[src/rtl/morse_encoder.sv]
// morse_encoder: ASCII to Morse keying envelope; optional tone generator enabled by TONE_EN
module morse_encoder #(
  parameter int UNIT_CYCLES = 6000000,
  parameter int TONE_HALF_CYCLES = 50000
) (
  input  logic       clk,
  input  logic       rst,
  input  logic [7:0] char_data,
  input  logic       char_valid,
  output logic       char_ready,
  output logic       key_out,
  output logic       piezo_out,
  output logic       busy,
  output logic       err,
  output logic [3:0] led
);
  localparam int W = $clog2(UNIT_CYCLES);
  typedef enum logic [2:0] {IDLE, MARK, SYMGAP, CHARGAP, WORD} state_t;
  state_t state;
  logic [W-1:0] cnt;
  logic [1:0] units;
  logic [2:0] idx;
  logic [7:0] char_reg;
  logic dash_led, word_led;
  logic [7:0] in_code, cur_code;
  logic tick, cur_dash;
  function automatic logic [7:0] lookup(input logic [7:0] c);
    logic [7:0] u;
    u = (c >= "a" && c <= "z") ? c - 8'h20 : c;
    case (u)
      "A": lookup = 8'b010_00001;
      "B": lookup = 8'b100_01000;
      "C": lookup = 8'b100_01010;
      "D": lookup = 8'b011_00100;
      "E": lookup = 8'b001_00000;
      "F": lookup = 8'b100_00010;
      "G": lookup = 8'b011_00110;
      "H": lookup = 8'b100_00000;
      "I": lookup = 8'b010_00000;
      "J": lookup = 8'b100_00111;
      "K": lookup = 8'b011_00101;
      "L": lookup = 8'b100_00100;
      "M": lookup = 8'b010_00011;
      "N": lookup = 8'b010_00010;
      "O": lookup = 8'b011_00111;
      "P": lookup = 8'b100_00110;
      "Q": lookup = 8'b100_01101;
      "R": lookup = 8'b011_00010;
      "S": lookup = 8'b011_00000;
      "T": lookup = 8'b001_00001;
      "U": lookup = 8'b011_00001;
      "V": lookup = 8'b100_00001;
      "W": lookup = 8'b011_00011;
      "X": lookup = 8'b100_01001;
      "Y": lookup = 8'b100_01011;
      "Z": lookup = 8'b100_01100;
      "0": lookup = 8'b101_11111;
      "1": lookup = 8'b101_01111;
      "2": lookup = 8'b101_00111;
      "3": lookup = 8'b101_00011;
      "4": lookup = 8'b101_00001;
      "5": lookup = 8'b101_00000;
      "6": lookup = 8'b101_10000;
      "7": lookup = 8'b101_11000;
      "8": lookup = 8'b101_11100;
      "9": lookup = 8'b101_11110;
      default: lookup = 8'b000_00000;
    endcase
  endfunction
  assign in_code = lookup(char_data);
  assign cur_code = lookup(char_reg);
  assign cur_dash = cur_code[idx];
  assign tick = cnt == W'(UNIT_CYCLES - 1);
  assign led = {word_led, dash_led, busy, key_out};
  // Sequencer: pattern is right-aligned, the current symbol is bit idx of the latched code
  always_ff @(posedge clk) begin
    if (rst) begin
      state <= IDLE;
      cnt <= '0;
      units <= '0;
      idx <= '0;
      char_reg <= '0;
      key_out <= 1'b0;
      busy <= 1'b0;
      err <= 1'b0;
      char_ready <= 1'b1;
      dash_led <= 1'b0;
      word_led <= 1'b0;
    end else begin
      err <= 1'b0;
      cnt <= tick ? '0 : cnt + 1'b1;
      units <= units + {1'b0, tick};
      case (state)
        IDLE: begin
          cnt <= '0;
          units <= '0;
          if (!char_ready) char_ready <= 1'b1;
          else if (char_valid) begin
            char_ready <= 1'b0;
            char_reg <= char_data;
            if (char_data == 8'h20) begin
              state <= WORD;
              busy <= 1'b1;
              word_led <= 1'b1;
            end else if (in_code[7:5] != 3'd0) begin
              state <= MARK;
              busy <= 1'b1;
              key_out <= 1'b1;
              idx <= in_code[7:5] - 3'd1;
              dash_led <= in_code[in_code[7:5] - 3'd1];
            end else err <= 1'b1;
          end
        end
        MARK: if (tick && units == (cur_dash ? 2'd2 : 2'd0)) begin
          cnt <= '0;
          units <= '0;
          key_out <= 1'b0;
          dash_led <= 1'b0;
          state <= idx == 3'd0 ? CHARGAP : SYMGAP;
          idx <= idx - 3'd1;
        end
        SYMGAP: if (tick && units == 2'd0) begin
          cnt <= '0;
          units <= '0;
          key_out <= 1'b1;
          dash_led <= cur_dash;
          state <= MARK;
        end
        CHARGAP, WORD: if (tick && units == (state == WORD ? 2'd3 : 2'd2)) begin
          state <= IDLE;
          busy <= 1'b0;
          word_led <= 1'b0;
          char_ready <= 1'b1;
        end
        default: state <= IDLE;
      endcase
    end
  end
`ifdef TONE_EN
  localparam int TW = $clog2(TONE_HALF_CYCLES + 1);
  logic [TW-1:0] tone_cnt;
  logic phase;
  // Square wave restarted at phase 0 on every mark
  always_ff @(posedge clk) begin
    if (rst || !key_out) begin
      tone_cnt <= '0;
      phase <= 1'b0;
    end else if (tone_cnt == TW'(TONE_HALF_CYCLES - 1)) begin
      tone_cnt <= '0;
      phase <= ~phase;
    end else tone_cnt <= tone_cnt + 1'b1;
  end
  assign piezo_out = phase & key_out;
`else
  assign piezo_out = key_out;
`endif
endmodule

[config.mk]
export PLATFORM = sky130hd
export DESIGN_NAME = morse_encoder
export DESIGN_NICKNAME = d
export VERILOG_FILES = /design/src/rtl/morse_encoder.sv
export SDC_FILE = /design/constraint.sdc
export NUM_CORES = 1
export LEC_CHECK = 0
export ABC_AREA = 0
export ABC_CLOCK_PERIOD_IN_PS = 6100
export CORE_MARGIN = 2
export CORE_UTILIZATION = 52
export DETAILED_ROUTE_END_ITERATION = 8
export PLACE_DENSITY = 0.69
export SYNTH_ARGS = -nofsm -noshare
export SYNTH_HDL_FRONTEND = slang
export SYNTH_SLANG_ARGS = --single-unit
[constraint.sdc]
create_clock -name clk -period 6.1 [get_ports clk]
set_clock_uncertainty 0.15 [all_clocks]
set_input_delay 1.83 -clock clk [delete_from_list [all_inputs] [get_ports clk]]
set_output_delay 1.83 -clock clk [all_outputs]
set_load 0.005 [all_outputs]
==> summary.md <==
| Metric | Value |
|---|---|
| Detailed Route WL | `8.377 mm` |
| Clk Latency, worst-skew pair | `roughly 0.31 ns` |
| Clk slew on worst S/H paths | `~0.10 ns` |
| Critical Path AT | `5.10 ns` |
| VDD IR max | `0.1543 mV` |
| H-tree depth | `2` |
| Status | `complete, no violations` |
| Vert. Die Dim | `87.74 um` |
| Avg WL per Cell | `~15 um` |
| Clock sink count | `45` |
| Dpl ws | `0.7100 ns` |
| Vias in the first global route | `around 3,000` |
| Post-CTS Setup Bufs | `0` |
| Die Footprint | `0.007697 mm2` |
| Critical path class | `in -> reg` |
| Syn Inst Count | `about 470` |
| DR vias/cell | `6.025` |
| Core Area | `0.006794 mm2` |
| Max Fanout on Critical Path | `8` |
| Cell area after synthesis | `0.003646 mm2` |
| Final Slew Violations | `0` |
| Setup ws final | `1.014 ns` |
| Max incr delay on CP | `between 0.6 and 0.7 ns` |
| Initial antenna violation count | `0` |
| Critical Path Slowest Stage Cell | `clkdlybuf4s50_1` |
| Pwr per Cell Area | `216.0 mW/mm2` |
| Starting Density | `53.66%` |
| Num CTS Buffers | `5` |
| Worst path cell trace | `clkdlybuf4s50_1, inv_1, ha_1, nand2b_1, a21oi_1, a31oi_1, o21ai_0, nand2_1, ha_1, a211oi_2, o221ai_1, nand3_1, mux2i_1, nor2_1` |
| Minimum clock period | `5.086 ns` |
| EDFF count, synth | `0` |
| Routability congestion estimate | `0.9350` |
| Asr flop ratio synth | `0%` |
| Normalized max-slew margin | `~42%` |
| Commonest non-fill, non-tap cells in the layout | `nand2_1, nor2_1, dfxtp_1` |
| Max Fclk | `196.6 MHz` |
| Most used cell, CP | `ha_1` |
| Nets | `502` |
| Row count | `30` |
| Final number of setup-violating endpoints | `0` |
| Final Hold Vio Count | `0` |
| Crit path buffers/inverters | `2` |
| Layout cells sized above 1 | `7.643%` |
| Clk Tree Root Cell | `clkbuf_8` |
| Worst-Margin Slew | `0.8619 ns` |
| Commonest non-fill, non-tap cell in the layout | `nand2_1` |
| DR vias | `3,416` |
| Sequential share of the synthesized area | `24.71%` |
| Largest net degree at the start of global routing | `26` |
| Yosys top cell area share | `24.71%` |
| Dpl cells | `about 560` |
| RSZ-0062 raised after global routing | `false` |
| Ports | `20` |
| Yosys cell types | `between 70 and 80` |
| Synth Flop Type | `dfxtp_1` |
| Antenna diodes | `0` |
| Resized Gates After CTS | `0` |
| Max-cap violations | `0` |
| Leak | `roughly 0.0014 uW` |
| Hold Path Class | `reg -> reg` |
| DRC Markers | `0` |
| Max Root-Sink Buffers | `2` |
| I/O Buffers | `19` |
| Crit end category | `flip-flop` |
| Grt total ovfl | `0` |
| Die X | `around 90 um` |
| Antenna viol nets, final | `0` |
| Total GRT Usage | `between 20 and 25%` |
| Syn_nets | `around 500` |
| Final setup TNS | `0 ns` |
| Average size of a mapped cell | `a little under 8 um2` |
| Starting DRC count in detailed routing | `139` |
| CTS tree | `yes` |
| WP data required | `6.12 ns` |
| Area Growth Syn to Fin | `6.692%` |
| Synth top area cells | `dfxtp_1, ha_1, nand2_1` |
| Period utilization | `83.38%` |
| CTS Hold Bufs | `0` |
| YS warnings | `0` |
| Crit path max-delay family | `compound AO/OA/AOI/OAI gates` |
| Max reg flops | `23` |
| Final HPWL DP | `roughly 6.3 mm` |
| Synthesized flop and latch total | `45` |
| First-pass GRT wire length | `14.23 mm` |
| DR pass1 iterations | `4` |
| CP Launch Type | `input pin` |
| Non-Filler Instances | `567` |
| Synth area leader | `dfxtp_1` |
cells in the mapped netlist, types with 13 or more instances:
master    count
nor2_1       45
nand3_1      17
ha_1         21
clkbuf_1     13
a31oi_1      15
xnor2_1      13
a21oi_1      30
inv_1        21
nand2_1      46
dfxtp_1      45
o21ai_0      24
nor3_1       13
kinds of logic (layout without fill, tap and decap cells):
| logic type | count (synthesis) | count (layout) | share of synthesized area, % |
|---|---|---|---|
| multiplexers | 16 | 16 | 5.044 |
| buffers and inverters | 51 | 50 | 6.966 |
| adder cells (fa/ha/maj) | 21 | 21 | 7.207 |
| XOR/XNOR | 18 | 18 | 4.324 |
| AND/OR/NAND/NOR | 192 | 192 | 27.25 |
| flip-flops | 45 | 45 | 24.71 |
| AO/OA/AOI/OAI | 129 | 129 | 24.50 |
per-layer routing:
metal | wire (um) | vias up | share of wire, % | global-route usage, %
li1 | - | 1719 | - | -
met1 | 4077 | 1604 | 49 | 31.96
met2 | 3874 | 84 | 46 | 36.98
met3 | 333 | 9 | 4.0 | 3.487
met4 | 91 | 0 | 1.1 | 5.315
met5 | 0 | - | 0 | 0
final cells by class:
class,count,area (um2)
Clock buffer,5,68.82
Clock inverter,3,25.02
Fill cell,641,2904
Inverter,21,78.83
Multi-Input combinational cell,376,2491
Sequential cell,45,900.9
Tap cell,96,120.1
Timing Repair Buffer,21,205.2
stage by stage:
stage          util, %  instance area (um2)  hold slack [ns]  power, uW
2_1_floorplan        -                 3646           0.2805      571.4
3_3_place_gp     55.87                 3796           0.2995      639.9
3_5_place_dp     55.87                 3796           0.3229      644.6
4_1_cts          57.26                 3890           0.3354      844.9
5_1_grt          57.26                 3890           0.3571      892.5
6_report         57.26                 3890           0.3331      840.4
worst min-delay path, cell delays in order, from the launching register on:
cell and delay [ns]:
dfxtp_1 0.34, nand2_1 0.06, a21oi_1 0.05
worst paths after layout:
| check | from | end | slack [ns] | cells after the start |
|---|---|---|---|---|
| worst max-delay path | char_data[0] | idx[0]$_SDFFE_PP0P_ | 1.01 | 14 |
| worst min-delay path | char_reg[7]$_SDFFE_PP0P_ | char_reg[7]$_SDFFE_PP0P_ | 0.33 | 2 |
| worst max register to register | char_reg[1]$_SDFFE_PP0P_ | key_out$_SDFFE_PP0P_ | 2.62 | 10 |
| worst min register to register | char_reg[7]$_SDFFE_PP0P_ | char_reg[7]$_SDFFE_PP0P_ | 0.33 | 2 |
power by group:
group          internal [uW]  leakage (uW)  switching [uW]
registers                314      0.000365            40.2
clock network           82.9     0.0000447             117
logic                    130      0.000962             156
(Power assumes the default switching activity.)
